## src/rtl/wb_pkg.sv

```systemverilog
// Shared types and constants for the register-file write-back controller.
// Defines the load-queue entry bundle, default sizes and a one-hot helper.
package wb_pkg;

    localparam int DEPTH_DEF = 4;
    localparam int DW_P      = 32;
    localparam int AW_P      = 5;
    localparam int CNT_W     = $clog2(DEPTH_DEF) + 1;

    typedef struct packed {
        logic            live;
        logic [AW_P-1:0] rd;
        logic [DW_P-1:0] data;
    } wb_entry_t;

    function automatic logic [31:0] rd_onehot(input logic [AW_P-1:0] rd);
        rd_onehot = 32'd1 << rd;
    endfunction

endpackage

```

## src/rtl/wb_queue.sv

```systemverilog
// Circular load-return queue with parallel kill-by-rd and busy-mask reduction.
// Ports: Clk, Reset (async, active-high); i_push/i_push_entry enqueue at tail;
//   i_pop drops the head; i_kill/i_kill_rd clear live on every entry with that
//   rd; o_head is the current head; o_full/o_empty; o_busy_mask is the OR of
//   one-hot rd over live entries, bit 0 forced low.
// Callers must not push when full nor pop when empty.
module wb_queue
    import wb_pkg::*;
#(
    parameter int DEPTH = DEPTH_DEF,
    parameter int CW    = CNT_W
) (
    input  logic            Clk,
    input  logic            Reset,
    input  logic            i_push,
    input  wb_entry_t       i_push_entry,
    input  logic            i_pop,
    input  logic            i_kill,
    input  logic [AW_P-1:0] i_kill_rd,
    output wb_entry_t       o_head,
    output logic            o_full,
    output logic            o_empty,
    output logic [31:0]     o_busy_mask
);

    localparam int             PW       = $clog2(DEPTH);
    localparam logic [CW-1:0]  FULL_CNT = CW'(DEPTH);

    wb_entry_t         r_mem [DEPTH];
    logic [PW-1:0]     r_wr_ptr;
    logic [PW-1:0]     r_rd_ptr;
    logic [CW-1:0]     r_count;
    logic [31:0]       w_mask;

    // Popped slots have their live bit cleared, so unoccupied slots never
    // contribute to the busy mask and no occupancy check is needed.
    always_ff @(posedge Clk or posedge Reset) begin
        if (Reset) begin
            for (int i = 0; i < DEPTH; i++) begin
                r_mem[i] <= '0;
            end
            r_wr_ptr <= '0;
            r_rd_ptr <= '0;
            r_count  <= '0;
        end else begin
            for (int i = 0; i < DEPTH; i++) begin
                if (i_kill && r_mem[i].rd == i_kill_rd) begin
                    r_mem[i].live <= 1'b0;
                end
            end
            if (i_pop) begin
                r_mem[r_rd_ptr].live <= 1'b0;
                r_rd_ptr             <= r_rd_ptr + 1'b1;
            end
            if (i_push) begin
                r_mem[r_wr_ptr] <= i_push_entry;
                r_wr_ptr        <= r_wr_ptr + 1'b1;
            end
            case ({i_push, i_pop})
                2'b10:   r_count <= r_count + 1'b1;
                2'b01:   r_count <= r_count - 1'b1;
                default: r_count <= r_count;
            endcase
        end
    end

    always_comb begin
        w_mask = '0;
        for (int i = 0; i < DEPTH; i++) begin
            if (r_mem[i].live) begin
                w_mask = w_mask | rd_onehot(r_mem[i].rd);
            end
        end
        w_mask[0] = 1'b0;
    end

    assign o_head      = r_mem[r_rd_ptr];
    assign o_full      = (r_count == FULL_CNT);
    assign o_empty     = (r_count == '0);
    assign o_busy_mask = w_mask;

endmodule

```

## src/rtl/reg_wb_ctrl.sv

```systemverilog
// Write-back controller for the single register-file write port: merges ALU
// results with queued load returns and retires at most one write per cycle.
// Ports: Clk, Reset (async, active-high); alu_valid/alu_rd/alu_data (never
//   stalled); ld_valid/ld_ready/ld_rd/ld_data load-return handshake;
//   RD/WData/RegWr registered write port; busy_mask of pending live loads.
// Option: define WB_BYPASS_EN to let a load write directly when the queue is
//   empty and the ALU idle (1-cycle latency instead of 2).
module reg_wb_ctrl
    import wb_pkg::*;
#(
    parameter int DEPTH = DEPTH_DEF,
    parameter int DW    = DW_P,
    parameter int AW    = AW_P
) (
    input  logic          Clk,
    input  logic          Reset,
    input  logic          alu_valid,
    input  logic [AW-1:0] alu_rd,
    input  logic [DW-1:0] alu_data,
    input  logic          ld_valid,
    output logic          ld_ready,
    input  logic [AW-1:0] ld_rd,
    input  logic [DW-1:0] ld_data,
    output logic [AW-1:0] RD,
    output logic [DW-1:0] WData,
    output logic          RegWr,
    output logic [31:0]   busy_mask
);

    localparam int CW = $clog2(DEPTH) + 1;

    wb_entry_t     w_head;
    wb_entry_t     w_push_entry;
    logic          w_full;
    logic          w_empty;
    logic          w_ld_acc;
    logic          w_pop;
    logic          w_byp;
    logic          w_push;
    logic          r_wr;
    logic [AW-1:0] r_rd;
    logic [DW-1:0] r_data;

    assign ld_ready = !w_full;
    assign w_ld_acc = ld_valid && !w_full;

    // ALU owns the slot; otherwise the oldest queued load drains first.
    assign w_pop = !alu_valid && !w_empty;

`ifdef WB_BYPASS_EN
    assign w_byp = !alu_valid && w_empty && w_ld_acc;
`else
    assign w_byp = 1'b0;
`endif

    assign w_push = w_ld_acc && !w_byp;

    // A coincident ALU write to the same rd is younger, so the incoming load
    // is queued already dead; loads to x0 are queued dead as well.
    always_comb begin
        w_push_entry.live = (ld_rd != '0) &&
                            !(alu_valid && alu_rd == ld_rd);
        w_push_entry.rd   = ld_rd;
        w_push_entry.data = ld_data;
    end

    wb_queue #(
        .DEPTH (DEPTH),
        .CW    (CW)
    ) u_queue (
        .Clk          (Clk),
        .Reset        (Reset),
        .i_push       (w_push),
        .i_push_entry (w_push_entry),
        .i_pop        (w_pop),
        .i_kill       (alu_valid),
        .i_kill_rd    (alu_rd),
        .o_head       (w_head),
        .o_full       (w_full),
        .o_empty      (w_empty),
        .o_busy_mask  (busy_mask)
    );

    always_ff @(posedge Clk or posedge Reset) begin
        if (Reset) begin
            r_wr   <= 1'b0;
            r_rd   <= '0;
            r_data <= '0;
        end else if (alu_valid) begin
            r_wr   <= (alu_rd != '0);
            r_rd   <= alu_rd;
            r_data <= alu_data;
        end else if (w_pop) begin
            // A killed head still consumes this slot, with no write.
            r_wr   <= w_head.live;
            r_rd   <= w_head.rd;
            r_data <= w_head.data;
        end else if (w_byp) begin
            r_wr   <= (ld_rd != '0);
            r_rd   <= ld_rd;
            r_data <= ld_data;
        end else begin
            r_wr   <= 1'b0;
        end
    end

    assign RegWr = r_wr;
    assign RD    = r_rd;
    assign WData = r_data;

endmodule

```

## config.mk

```make
export PLATFORM = sky130hd
export DESIGN_NAME = reg_wb_ctrl
export DESIGN_NICKNAME = d
export VERILOG_FILES = /design/src/rtl/wb_pkg.sv /design/src/rtl/wb_queue.sv /design/src/rtl/reg_wb_ctrl.sv
export SDC_FILE = /design/constraint.sdc
export NUM_CORES = 1
export LEC_CHECK = 0
export ABC_CLOCK_PERIOD_IN_PS = 12680
export BUFFER_PORTS_ARGS = -buffer_cell sky130_fd_sc_hd__buf_4
export CORE_MARGIN = 10
export CORE_UTILIZATION = 55
export DETAILED_ROUTE_END_ITERATION = 8
export GPL_TIMING_DRIVEN = 0
export PLACE_DENSITY = 0.8
export SYNTH_ARGS = -nofsm -noshare
export SYNTH_HDL_FRONTEND = slang
export SYNTH_SLANG_ARGS = --single-unit
```

## constraint.sdc

```tcl
create_clock -name Clk -period 12.68 [get_ports Clk]
set_clock_uncertainty 0.05 [all_clocks]
set_input_delay 0.634 -clock Clk [delete_from_list [all_inputs] [get_ports Clk]]
set_output_delay 0.634 -clock Clk [all_outputs]
set_load 0.005 [all_outputs]
```

==> metrics.md, run 1 <==
| Metric | Value |
|---|---|
| Gate power share | 46.6% |
| GPL Wtd Cong | 0.9011 |
| Seq cells post-synth | 197 |
| Hold_buf cts | 0 |
| Setup tns final | 0 ns |
| Period utilization | 23.25% |
| Clock Tree Buf Depth | 2 |
| Post-CTS setup buffers | 0 |
| Post-synthesis cell type count | 51 |
| Max Cap Viol | 0 |
| First-pass GRT wire length | 42,680 um |
| Post-DRT Antenna Nets | 0 |
| Layout filler cell count | 1,327 |
| Final nets | 1,047 |
| Mapped cell area | 0.01029 mm^2 |
| Reg2Reg Launch Point | u_queue.r_count[0]$_DFFE_PP0P_ |
| Critical path class | reg2out |
| Largest net degree at the start of global routing | 120 |
| Hold WC Path Type | in2async |
| Clock share of power | 17.1% |
| DR iter-0 viols | 757 |
| Clk sink count | 197 |
| Type of origin of the critical path | flop |
| Syn_nets | 885 |
| Die H | 156.8 um |
| Vias in the first global route | 7,551 |
| DR vias/cell | 6.147 |
| Core Region | 0.01821 mm^2 |
| # rows | 49 |
| Die area | 0.02458 mm^2 |
| Synth warn | 0 |
| TritonCTS buffer count | 17 |
| DRC violation count after routing | 0 |
| IR drop worst, VDD | 129.6 uV |
| # setup viols final | 0 |
| Dpl hpwl | 18,440 um |
| Synth area leaders | dfrtp_1, mux2_4, mux4_2, mux2_2, nor2_1 |
| Global Route Usage Sum | 22.08% |
| Final worst slack | 9.732 ns |
| Post-synth top area cell | dfrtp_1 |
| Power per cell area | 259.4 mW/mm^2 |
| Die W | 156.8 um |
| FMAX | 339.2 MHz |
| DR pass1 iterations | 5 |
| # H-tree levels | 4 |
| Vias | 7,376 |
| Switching share of power | 34.74% |
| Clk root buf | clkbuf_16 |
| I/O pins | 149 |
| Pre-CTS setup slack | 9.838 ns |
| Internal power | 2074 uW |
| Gr ovfl total | 0 |
| Syn Area/Cell | 12.91 um^2 |
| CP Capture Type | output pin |
| Slew Viols, Final | 0 |
| P_leak | 0.005332 uW |
| Clk slew on worst S/H paths | 0.07 ns |
| FF-to-FF End | u_queue.r_count[2]$_DFFE_PP0P_ |
| Switching pwr | 1104 uW |
| Share of layout cells above drive strength 1 | 40.78% |
| Top-area cell type share of the netlist area | 47.92% |
| Async S/R FF share, synth | 100.0% |
| I/O Buffers | 142 |
| CP arrival | 2.26 ns |
| RSZ-0062 raised after global routing | false |
| Commonest non-fill, non-tap cells in the layout | dfrtp_1, buf_4, nor2_1 |
| CTS tree | built |
| Critical Path RT | 12.00 ns |
| Reg2reg path depth | 11 |
| Initial antenna violation count | 0 |
| Max-slew headroom | 14.72% |
| WL final | 27,190 um |
| Initial core utilization | 56.50% |
| Clock Latency Late Sink | 0.43 ns |
| Post-layout min period | 2.948 ns |
| R2R Setup Slk | 10.09 ns |
| Register area share after synthesis | 47.92% |
| Commonest non-fill, non-tap cell in the layout | dfrtp_1 |
| Worst-Margin Slew | 1.267 ns |
| Run status | completed |
| Post-Synthesis Cells | 797 |
| Post-synth EDFFs | 0 |
| Number of diodes | 0 |
| Wire per inst | 22.66 um |
| Post_cts resized | 0 |
| Max FO, Critical Path | 7 |
| Final Hold Viols | 0 |
| Ys flop type | dfrtp_1 |
| Syn-to-layout area delta | 19.11% |
| Share of power burned in registers | 36.3% |
synthesized netlist by cell type (2+ instances only):
| master | number |
|---|---|
| nor3_1 | 7 |
| nor4_1 | 5 |
| nand3_1 | 6 |
| a21boi_0 | 4 |
| a222oi_1 | 5 |
| and3_4 | 4 |
| ha_1 | 9 |
| buf_12 | 2 |
| a21oi_1 | 16 |
| and3b_1 | 4 |
| or3b_2 | 7 |
| mux4_2 | 38 |
| o211ai_1 | 10 |
| buf_2 | 11 |
| xnor2_1 | 11 |
| nor3b_1 | 8 |
| a22oi_1 | 6 |
| or3_1 | 2 |
| o221ai_1 | 14 |
| nand2_1 | 26 |
| o22ai_1 | 38 |
| mux2_2 | 71 |
| buf_1 | 4 |
| dfrtp_1 | 197 |
| o21ai_0 | 3 |
| buf_6 | 10 |
| inv_1 | 18 |
| xor2_1 | 19 |
| and3_1 | 4 |
| a31oi_1 | 4 |
| nand3b_1 | 12 |
| mux2_4 | 77 |
| a2bb2o_1 | 3 |
| a221o_1 | 7 |
| nor2_1 | 85 |
| clkbuf_1 | 35 |
state kept, by name (all words and copies together) (netlist names):
| signal | cells |
|---|---|
| RD | 5 |
| RegWr | 1 |
| WData | 32 |
| u_queue.r_count | 3 |
| u_queue.r_mem | 152 |
| u_queue.r_rd_ptr | 2 |
| u_queue.r_wr_ptr | 2 |
worst max-delay path: stages (launching register included):
cell      delay (ns)
dfrtp_1         0.45
nor3b_1         0.87
o2bb2a_1        0.31
o221ai_1        0.07
buf_4           0.15
metrics by stage:
stage	cells	utilization [%]	cell area, um^2	power, uW	hold WS [ns]
CTS	1200	67.29	12250	3178	0.2413
global route	1200	67.29	12250	3351	0.2628
finish	1200	67.29	12250	3178	0.2339
detailed placement	1169	64.12	11670	2623	0.4318
floorplan	797	-	10290	2165	0.4252
global placement	1168	63.93	11640	2574	0.4287
logic make-up (layout without fill, tap and decap cells):
logic type                 Yosys count  in the layout  synth area share [%]
AOI/OAI and AO/OA                  115            115                 8.015
xor gates and xnor gates            30             30                 2.554
adders and majority gates           10             10                 1.289
buffers and inverters               82            256                 4.208
DFF                                197            197                 47.92
muxes                              187            187                 27.43
other                                1              1               0.03645
and+or+nand+nor                    175            175                 8.550
routing by layer:
metal	share of wire, %	vias up	GRT usage, %
li1	-	3256	-
met5	0	-	0
met1	42	3766	29.37
met2	49	317	35.99
met3	7.9	37	5.318
met4	1.5	0	4.764
area by class of cell:
type	count	area, um^2	share of cell area, %
multi-input combinational	518	4925	40.19
tap	229	286.5	2.338
buffer	63	361.6	2.951
clock buffer	19	432.9	3.533
timing repair buffer	143	1094	8.925
clock inverter	12	145.1	1.185
sequential	197	4930	40.23
inverter	19	78.83	0.6433
power groups by stage:
stage               Combinational [uW]  Sequential (uW)  Clock, uW
finish                            1480             1150        544
global route                      1590             1190        573
CTS                               1480             1150        548
detailed placement                1470             1150          0
global placement                  1440             1140          0
floorplan                         1070             1100          0
how the worst max path moves through the flow:
stage | from | to | slack [ns] | depth (start not counted)
2_1_floorplan | Reset | RD[0]$_DFFE_PP0P_ | 6.63 | 1
3_3_place_gp | Reset | u_queue.r_mem[2]$_DFFE_PP0P_ | 4.55 | 2
3_5_place_dp | alu_valid | u_queue.r_count[2]$_DFFE_PP0P_ | 9.84 | 11
4_1_cts | u_queue.r_mem[36]$_DFFE_PP0P_ | busy_mask[4] | 9.80 | 6
5_1_grt | u_queue.r_mem[74]$_DFFE_PP0P_ | busy_mask[3] | 9.64 | 7
6_report | u_queue.r_mem[111]$_DFFE_PP0P_ | busy_mask[4] | 9.73 | 4
(Power assumes the default switching activity.)
==> run 2, diff against run 1 <==
--- a/config.mk
+++ b/config.mk
@@ -5,7 +5,7 @@
 export SDC_FILE = /design/constraint.sdc
 export NUM_CORES = 1
 export LEC_CHECK = 0
-export ABC_CLOCK_PERIOD_IN_PS = 12680
+export ABC_CLOCK_PERIOD_IN_PS = 3000
 export BUFFER_PORTS_ARGS = -buffer_cell sky130_fd_sc_hd__buf_4
 export CORE_MARGIN = 10
 export CORE_UTILIZATION = 55
==> constraint.sdc (replaced) <==
create_clock -name Clk -period 3 [get_ports Clk]
set_clock_uncertainty 0.05 [all_clocks]
set_input_delay 0.15 -clock Clk [delete_from_list [all_inputs] [get_ports Clk]]
set_output_delay 0.15 -clock Clk [all_outputs]
set_load 0.005 [all_outputs]
==> run 2 against run 1 <==
Against the previous run: sequential power rose to 4.3 times the previous value; sequential cell count unchanged; hold slack gained 0.040 ns; die area unchanged; critical endpoint is now u_queue.r_count[2]$_DFFE_PP0P_; via count increased by 3.3%; count of clock-buffer cells in the layout up 3; critical path type is now reg2reg.
==> metrics.md, run 2 (same netlist as run 1, synthesis figures left out) <==
| Metric | Value |
|---|---|
| # setup viols final | 0 (unchanged) |
| Clock Tree Buf Depth | 2 (unchanged) |
| GPL Wtd Cong | 0.9487 (was 0.9011) |
| CP arrival | 2.89 ns (was 2.26 ns) |
| DRC violation count after routing | 0 (unchanged) |
| Initial antenna violation count | 2 (was 0) |
| # H-tree levels | 4 (unchanged) |
| Post-DRT Antenna Nets | 0 (unchanged) |
| RSZ-0062 raised after global routing | false (unchanged) |
| Max-slew headroom | 9.794% (was 14.72%) |
| Commonest non-fill, non-tap cell in the layout | dfrtp_1 (unchanged) |
| Slowest-stage cell, CP | dfrtp_1 (was nor3b_1) |
| Power per cell area | 1033 mW/mm^2 (was 259.4 mW/mm^2) |
| Final core occ | 71.41% (was 67.29%) |
| DR iter-0 viols | 652 (was 757) |
| I/O pins | 149 (unchanged) |
| Most flop-heavy register | u_queue.r_mem (unchanged) |
| Syn-to-layout area delta | 26.40% (was 19.11%) |
| First-pass GRT wire length | 45,540 um (was 42,680 um) |
| Share of layout cells above drive strength 1 | 38.15% (was 40.78%) |
| TritonCTS buffer count | 17 (unchanged) |
| Layout filler cell count | 1,205 (was 1,327) |
| Clk root buf | clkbuf_16 (unchanged) |
| WL final | 28,430 um (was 27,190 um) |
| Placed Area | 0.01174 mm^2 (was 0.01167 mm^2) |
| Vias in the first global route | 8,268 (was 7,551) |
| Max FO, Critical Path | 10 (was 7) |
| Pre-CTS setup slack | 0.4403 ns (was 9.838 ns) |
| Clk sink count | 197 (unchanged) |
| Multi-input gate area | 0.004925 mm^2 (unchanged) |
| IR drop worst, VDD | 534.4 uV (was 129.6 uV) |
| CP Cell Sequence | nor3_1, or2_2, clkbuf_1, inv_1, buf_2, ha_1, inv_1, fa_1, xor2_1, nor2_1, xor2_1 (was nor3b_1, o2bb2a_1, o221ai_1, buf_4) |
| DR pass1 iterations | 5 (unchanged) |
| Layout Cells excl Fill | 1,277 (was 1,200) |
| R2R Setup Slk | 0.40 ns (was 10.09 ns) |
| Commonest non-fill, non-tap cells in the layout | dfrtp_1, buf_4, nor2_1 (unchanged) |
| Period utilization | 86.70% |
| Largest net degree at the start of global routing | 44 (was 120) |
| Register area | 0.004930 mm^2 (unchanged) |
| Slew Viols, Final | 0 (unchanged) |
| Clk slew on worst S/H paths | 0.07 ns (about the same) |
| Hold WC Path Type | in2reg (was in2async) |
| Global Route Usage Sum | 23.37% (was 22.08%) |
| Final nets | 1,121 (was 1,047) |
| Vias | 7,616 (was 7,376) |
| Final Hold Viols | 0 (unchanged) |
| Dpl hpwl | 18,850 um (was 18,440 um) |
| I/O Buffers | 142 (unchanged) |
| Clock Latency Late Sink | 0.42 ns (was 0.43 ns) |
| Type of origin of the critical path | flop (unchanged) |
| CTS tree | built (unchanged) |
| Overall power | 13,430 uW (was 3178 uW) |
| # rows | 49 (unchanged) |
| Max Cap Viol | 0 (unchanged) |
| Post_cts resized | 0 (unchanged) |
| FMAX | 384.5 MHz |
| Die W | 156.8 um (unchanged) |
| Reg2reg path depth | 11 (unchanged) |
| Final worst slack | 0.3990 ns (was 9.732 ns) |
| Post-Layout Inst Area | 0.01300 mm^2 (was 0.01225 mm^2) |
| Hold depth | 3 |
| Gr ovfl total | 0 (unchanged) |
| Core Region | 0.01821 mm^2 (unchanged) |
| CP Capture Type | flop (was output pin) |
| Die area | 0.02458 mm^2 (unchanged) |
| Critical path class | reg2reg (was reg2out) |
| Wire per inst | 22.27 um (was 22.66 um) |
| Die H | 156.8 um (unchanged) |
| Run status | completed (unchanged) |
| Inst Count DP | 1,173 (was 1,169) |
| Post-layout min period | 2.601 ns |
| Worst-Margin Slew | 1.341 ns (was 1.267 ns) |
| DR vias/cell | 5.964 (was 6.147) |
| P_leak | 0.005641 uW (was 0.005332 uW) |
| Slowest stage delay, CP | 0.42 ns (was 0.87 ns) |
| Critical Path RT | 3.29 ns (was 12.00 ns) |
| Initial core utilization | 56.50% (unchanged) |
| Number of flip-flops under the largest register name | 152 (unchanged) |
run 2: cell types whose count changed in the layout (fill, tap and decap cells not counted):
cell           before  now
buf_12              2    7
buf_16              1    0
bufinv_16           2    1
clkbuf_1           37   39
clkbuf_8            0    1
clkinv_2            1    2
clkinv_4            1    2
clkinvlp_4          3    4
diode_2             0    2
dlygate4sd3_1       0   70
inv_6               3    1
inv_8               3    1
run 2: worst max-delay path: cells and delay by family, from the launching register on:
kind | cells | cell delay, ns
simple gates | 3 | 0.49
buf+inv | 4 | 0.65
flops | 1 | 0.42
fa+ha+maj | 2 | 0.61
xor+xnor | 2 | 0.31
run 2: power by group:
group	switching (uW)	internal (uW)	leakage, uW
combinational	2810	3570	0.00305
clock	985	1180	0.000263
sequential	861	4030	0.00233
total	4660	8770	0.00564
run 2: timing repair:
| action | in CTS | in global routing |
|---|---|---|
| hold buffers | 70 | 0 |
| setup buffers | 0 | 0 |
| endpoints found under the hold margin | 206 | 0 |
run 2: cell type report:
class	instances	area share (%)
multi-input cells	518	37.87
plain buffers	63	2.781
flip-flops and latches	197	37.91
well taps	229	2.203
repair buffers	217	14.36
clock buffers	22	3.493
clock inverters	10	0.7698
diodes	2	0.03849
inverters	19	0.5773
run 2: final timing paths:
kind	start	end
setup / recovery	u_queue.r_count[0]$_DFFE_PP0P_	u_queue.r_count[2]$_DFFE_PP0P_
hold / removal	alu_rd[4]	RegWr$_DFF_PP0_
setup reg to reg	u_queue.r_count[0]$_DFFE_PP0P_	u_queue.r_count[2]$_DFFE_PP0P_
hold reg to reg	u_queue.r_mem[69]$_DFFE_PP0P_	u_queue.r_mem[69]$_DFFE_PP0P_
min in group asynchronous	Reset	u_queue.r_mem[88]$_DFFE_PP0P_
max in group asynchronous	Reset	u_queue.r_mem[68]$_DFFE_PP0P_
run 2: through the flow:
stage | hold slack (ns) | TNS (ns)
2_1_floorplan | 0.2480 | 0
3_3_place_gp | 0.3524 | -173.66
4_1_cts | 0.2476 | 0
6_report | 0.2742 | 0
5_1_grt | 0.2947 | 0
3_5_place_dp | 0.2233 | 0
run 2: per-layer routing:
metal  vias to the layer above  wire length (um)  part of all wire, %  global-route usage (%)
met2                       286             13850                   49                   37.83
met5                         -                 0                    0                       0
met1                      3873             12050                   42                   30.59
met4                         0               641                  2.3                   7.910
met3                        59              1890                  6.6                   5.044
li1                       3398                 -                    -                       -
